$ cat src/rtl/mux_arb_nch.sv
// N-channel registered selector: arbitrates among valid/ready producers (fixed, round-robin
// or forced) and loads the winning word into a single output register.
module mux_arb_nch #(
   parameter int NCH   = 4,
   parameter int WIDTH = 8,
   parameter int SEL_W = $clog2(NCH)
) (
   input  logic                 clk,
   input  logic                 rst_n,
   input  logic [1:0]           mode,
   input  logic [SEL_W-1:0]     sel,
   input  logic [NCH-1:0]       in_valid,
   input  logic [NCH*WIDTH-1:0] in_data,
   output logic [NCH-1:0]       in_ready,
   output logic                 out_valid,
   output logic [WIDTH-1:0]     out_data,
   output logic [SEL_W-1:0]     out_sel,
   input  logic                 out_ready
);

   typedef enum logic [1:0] {
      MODE_FIXED  = 2'b00,
      MODE_RR     = 2'b01,
      MODE_FORCED = 2'b10,
      MODE_RSVD   = 2'b11
   } mode_e;

   mode_e            mode_q;
   logic [SEL_W-1:0] rr_ptr;
   logic             load_en;
   logic             gnt_found;
   logic [SEL_W-1:0] gnt_idx;
   int unsigned      cand;
   logic [WIDTH-1:0] ch_data [NCH];

   assign mode_q  = mode_e'(mode);
   assign load_en = !out_valid | out_ready;

   always_comb begin
      for (int unsigned i = 0; i < NCH; i++) begin
         ch_data[i] = in_data[i*WIDTH +: WIDTH];
      end
   end

   always_comb begin
      gnt_found = 1'b0;
      gnt_idx   = '0;
      cand      = 0;
      unique case (mode_q)
         MODE_RR: begin
            // Walk the channels starting at rr_ptr, wrapping at NCH
            for (int unsigned k = 0; k < NCH; k++) begin
               cand = 32'(rr_ptr) + k;
               if (cand >= NCH) cand = cand - NCH;
               if (!gnt_found && in_valid[cand]) begin
                  gnt_found = 1'b1;
                  gnt_idx   = SEL_W'(cand);
               end
            end
         end
         MODE_FORCED: begin
            // An out-of-range sel matches no channel and so yields no grant
            for (int unsigned i = 0; i < NCH; i++) begin
               if (sel == SEL_W'(i) && in_valid[i]) begin
                  gnt_found = 1'b1;
                  gnt_idx   = SEL_W'(i);
               end
            end
         end
         default: begin
            for (int unsigned i = 0; i < NCH; i++) begin
               if (!gnt_found && in_valid[i]) begin
                  gnt_found = 1'b1;
                  gnt_idx   = SEL_W'(i);
               end
            end
         end
      endcase
   end

   always_comb begin
      in_ready = '0;
      for (int unsigned i = 0; i < NCH; i++) begin
         if (gnt_found && gnt_idx == SEL_W'(i)) begin
            in_ready[i] = load_en & rst_n;
         end
      end
   end

   always_ff @(posedge clk) begin
      if (!rst_n) begin
         out_valid <= 1'b0;
         out_data  <= '0;
         out_sel   <= '0;
         rr_ptr    <= '0;
      end else if (load_en) begin
         out_valid <= gnt_found;
         if (gnt_found) begin
            out_data <= ch_data[gnt_idx];
            out_sel  <= gnt_idx;
            rr_ptr   <= (gnt_idx == SEL_W'(NCH-1)) ? '0 : gnt_idx + SEL_W'(1);
         end
      end
   end

endmodule

$ cat config.mk
export PLATFORM = sky130hd
export DESIGN_NAME = mux_arb_nch
export DESIGN_NICKNAME = d
export VERILOG_FILES = /design/src/rtl/mux_arb_nch.sv
export SDC_FILE = /design/constraint.sdc
export NUM_CORES = 1
export LEC_CHECK = 0
export ABC_AREA = 1
export BUFFER_PORTS_ARGS = -buffer_cell sky130_fd_sc_hd__buf_4
export CAP_MARGIN = 20
export CELL_PAD_IN_SITES_DETAIL_PLACEMENT = 2
export CELL_PAD_IN_SITES_GLOBAL_PLACEMENT = 2
export CORE_ASPECT_RATIO = 0.9
export CORE_MARGIN = 5
export CORE_UTILIZATION = 24
export DETAILED_ROUTE_END_ITERATION = 8
export GPL_ROUTABILITY_DRIVEN = 0
export PLACE_DENSITY = 0.92
export SYNTH_ARGS = -nofsm -noshare
export SYNTH_HDL_FRONTEND = slang
export SYNTH_SLANG_ARGS = --single-unit
$ cat constraint.sdc
create_clock -name clk -period 4.8 [get_ports clk]
set_clock_uncertainty 0.05 [all_clocks]
set_input_delay 0.24 -clock clk [delete_from_list [all_inputs] [get_ports clk]]
set_output_delay 0.24 -clock clk [all_outputs]
set_load 0.01 [all_outputs]
==> results.md <==
- STA classifies the critical path endpoint as an output pin.
- The sum of met3 wire segment lengths after detailed routing is 161 um.
- In the synthesized netlist, the cells that appear most often are 57 x sky130_fd_sc_hd__nand2_1, 34 x sky130_fd_sc_hd__inv_1, 32 x sky130_fd_sc_hd__nand3_1.
- The path class of the tightest hold or removal check is in -> reg.
- The count of final max-slew check failures was 0.
- The biggest fanout along the worst timing path is 25.
- The headroom to the max-slew limit is 0.654.
- With fillers left out, the area of the finished cells amounts to 1790 um^2.
- In this run the power spent charging and discharging nets is 0.199 mW.
- The number of antenna violations at the first check in global routing is 0.
- When the netlist entered floorplanning its net count stood at 261.
- The most common cell in the synthesized netlist is sky130_fd_sc_hd__nand2_1.
- Counting the buffers created by CTS gives 3.
- In this run the standard cell core region covers 5220 um^2.
- Setup violations remaining at the end of the flow were counted as 0.
- Once layout is complete, the utilization of the core stands at 0.343.
- The path with the worst hold slack has its endpoint at out_data[7].
- The slowest stage of the critical path belongs to the cell sky130_fd_sc_hd__dfxtp_1.
- After detailed routing, no signal wire sits above met4.
- The most numerous cell on the critical path is sky130_fd_sc_hd__nand2_1.
- The routed design uses 2720 um of met2 wire.
- The share of total power dissipated in combinational logic is 0.497.
- After detailed routing, the number of vias per cell comes to 4.64.
- The reg-to-reg endpoint is rr_ptr[1].
- The first-pass GRT wire length is 8830 um.
- By area the synthesized netlist is led by sky130_fd_sc_hd__dfxtp_1 20%, sky130_fd_sc_hd__nand2_1 17%, sky130_fd_sc_hd__nand3_1 13%.
- The design internal power is 0.281 mW.
- The worst hold slack after final layout is 0.192 ns.
- The die covers 6900 um^2.
- The synthesized netlist occupies a cell area of 1280 um^2.
- The count of fill cells added during filler insertion is 643.
- The number of enable-type register cells in the synthesized netlist is 0.
- The setup TNS is 0 ns.
- For the pin with the worst max-slew slack, the measured transition is 0.519 ns.
- The fraction of layout cells with a size suffix above 1 is 0.291.
- The area growth from synthesis to layout is 40.1%.
- The synthesized netlist contains 25 unique library cells.
- The worst voltage drop across the vdd grid is 116 uV.
- The internal reg-to-reg setup slack is 2.23 ns.
- The count of final hold-check violations is 0.
- The routed layout has 1556 vias.
- The critical path starts at rr_ptr[0].
- The worst endpoint required time is 4.51 ns.
- The cell depth of the worst min-delay path is 3.
- The Yosys step of the flow raised 0 warnings.
- The area share of the largest cell type after synthesis is 0.203.
- Excluding fillers, the count of instances in the completed layout stands at 335.
- Walking the worst path, the cells encountered are nand2_1 > nand3_1 > nand2_1 > nand2_1 > nand3_1 > nand3_2 > nand2_4 > nand2_4 > clkinv_1 > ha_1 > nor3b_1 > buf_4.
- At the placement stage, the worst setup path has a slack of 2.17 ns.
- The wire-length estimate of the detail-placed layout is 4310 um.
- The routed wire length is 5340 um.
- After clock tree synthesis, the clock-pin slew on the worst setup and hold paths is 0.06 ns.
- The startpoint identified for the worst hold timing path is in_data[7].
- Synthesis produced a netlist whose cell count is 212.
- Once detail routing completed, the nets flagged for antenna violations numbered 0.
- Synthesis inferred 13 register bits.
- No sink is reached through more buffers than the 2 on the longest clock path.
- For this run, the leading register cell type out of synthesis is sky130_fd_sc_hd__dfxtp_1.
- The residual DRC count is 0.
- STA classifies the critical path startpoint as a flop.
- The clock share of power is 0.213.
- CTS placed an instance of sky130_fd_sc_hd__clkbuf_8 at the clock tree root.
- The net total in the final layout is 318.
- CTS built an H-tree with a depth of 1.
- For this design the static power due to leakage is 0.997 nW.
- The number of global-route vias before repair is 1779.
- In this run the core area contains 25 standard-cell rows.
- The delay of the slowest cell on the worst path is 0.58 ns.
- The cell type contributing the most total cell area after synthesis is sky130_fd_sc_hd__dfxtp_1.
- The number of detailed-route iterations in the first pass is 4.
- The remaining global-route overflow is 0.
- The top-level port count is 58.
- In the finished design, the share of the clock period the worst path needs comes to 0.609.
- The met1 layer wirelength in the final routing is 2420 um.
- After the first detailed-routing iteration, the DRC count stood at 29.
- The die outline width is 87.0 um.
- The routed length per placed instance is 15.9 um.
- Data on the critical path arrives at its endpoint at 2.63 ns.
- The number of placed instances, taps included, is 331.
- The final worst-path setup slack is 1.88 ns.
- The clock sink total is 13.
- For this run, asynchronously set or reset flops after synthesis account for 0.
- Entering global routing, the biggest net connects 26 pins.
- The setup path with the least slack is of type reg -> out.
- Clock latency on the worst-skew pair, taken at its later pin, is 0.25 ns.
- Setup repair after global routing left no endpoint under its margin.
- The clock tree from TritonCTS is built.
- The hold buffer count at CTS is 0.
- The starting utilization of the core area is 0.245.
- The proportion of total power due to net switching is 0.414.
- The number of antenna cells inserted is 0.
- The post-CTS setup repair buffer count is 0.
- The total power consumption of the routed design is 0.480 mW.
- In this run the critical register-to-register path is launched from rr_ptr[0].
- Dividing the synthesized area by the synthesized cell count gives 6.04 um^2.
- The number of cells on the worst reg-to-reg path is 12.
- Input and output buffers added on the ports amount to 57.
- The power per standard cell area is 268 nW/um^2.
- The number of gates resized after CTS is 0.
- The proportion of power drawn by flip-flops and latches is 0.290.
- The maximum operating frequency is 0.342 GHz.
- The run finished with clean final reports.
- The die boundary height is 79.3 um.
- The tool flagged a number of max-cap violations equal to 0.
- Across every metal layer, demand over resource in global routing totals 0.162.
- The placed instances occupy a cell area of 1750 um^2.
- The sequential element share of the synthesized area is 0.203.
- The shortest clock period the worst path allows after layout is 2.92 ns.
==> layer usage <==
| layer | global-route usage | vias up |
|---|---|---|
| li1 | - | 783 |
| met1 | 0.204 | 742 |
| met2 | 0.290 | 27 |
| met3 | 0.0280 | 4 |
| met4 | 0.0234 | 0 |
| met5 | 0 | - |
==> cells by family after synthesis <==
kind of cell	after synthesis	synth area share
compound gates	29	0.138
fa+ha+maj	6	0.0586
buf+inv	43	0.150
flops	13	0.203
simple gates	121	0.451
==> flip-flops by register name, summed over array words and instances (netlist names) <==
signal / flops
out_sel: 2
out_data: 8
rr_ptr: 2
out_valid: 1
==> final cells by class <==
| class | count | area [um^2] | area share |
|---|---|---|---|
| Multi-Input combinational cell | 156 | 828 | 0.462 |
| Inverter | 38 | 148 | 0.0823 |
| Timing Repair Buffer | 57 | 428 | 0.239 |
| Clock buffer | 4 | 45.0 | 0.0251 |
| Sequential cell | 13 | 260 | 0.145 |
| Tap cell | 67 | 83.8 | 0.0468 |
==> cell usage in the layout (no fill, tap or decap) <==
cell	n
sky130_fd_sc_hd__a21oi_1	10
sky130_fd_sc_hd__a21oi_2	2
sky130_fd_sc_hd__and2_1	1
sky130_fd_sc_hd__buf_4	57
sky130_fd_sc_hd__clkbuf_1	1
sky130_fd_sc_hd__clkbuf_8	3
sky130_fd_sc_hd__clkinv_1	1
sky130_fd_sc_hd__dfxtp_1	13
sky130_fd_sc_hd__ha_1	6
sky130_fd_sc_hd__inv_1	34
sky130_fd_sc_hd__inv_2	2
sky130_fd_sc_hd__inv_6	1
sky130_fd_sc_hd__nand2_1	57
sky130_fd_sc_hd__nand2_2	8
sky130_fd_sc_hd__nand2_4	2
sky130_fd_sc_hd__nand3_1	32
sky130_fd_sc_hd__nand3_2	2
sky130_fd_sc_hd__nand3b_1	4
sky130_fd_sc_hd__nor2_1	9
sky130_fd_sc_hd__nor3_1	2
sky130_fd_sc_hd__nor3b_1	4
sky130_fd_sc_hd__o21a_1	7
sky130_fd_sc_hd__o21ai_0	3
sky130_fd_sc_hd__o21ai_1	5
sky130_fd_sc_hd__o21ai_2	1
sky130_fd_sc_hd__o31ai_1	1
==> worst max path at each step <==
stage	to	slack [ns]	cells after the start
floorplan	in_ready[2]	2.84	14
global placement	in_ready[3]	2.30	14
detailed placement	in_ready[3]	2.17	12
CTS	in_ready[1]	1.88	12
global route	in_ready[3]	1.59	12
finish	in_ready[3]	1.88	12
==> power by group through the flow <==
stage | combinational (mW) | clock (mW) | sequential (mW)
4_1_cts | 0.242 | 0.104 | 0.139
2_1_floorplan | 0.146 | 0 | 0.143
5_1_grt | 0.269 | 0.111 | 0.142
3_5_place_dp | 0.239 | 0 | 0.141
3_3_place_gp | 0.227 | 0 | 0.140
6_report | 0.239 | 0.102 | 0.139
==> worst max-delay path: cells and delay by family (launching register included) <==
kind	cells	cell delay [ns]
adders and majority gates	1	0.24
buffers and inverters	2	0.40
DFF	1	0.58
and+or+nand+nor	9	1.15
Note: power is estimated with default switching activity, not from simulation.
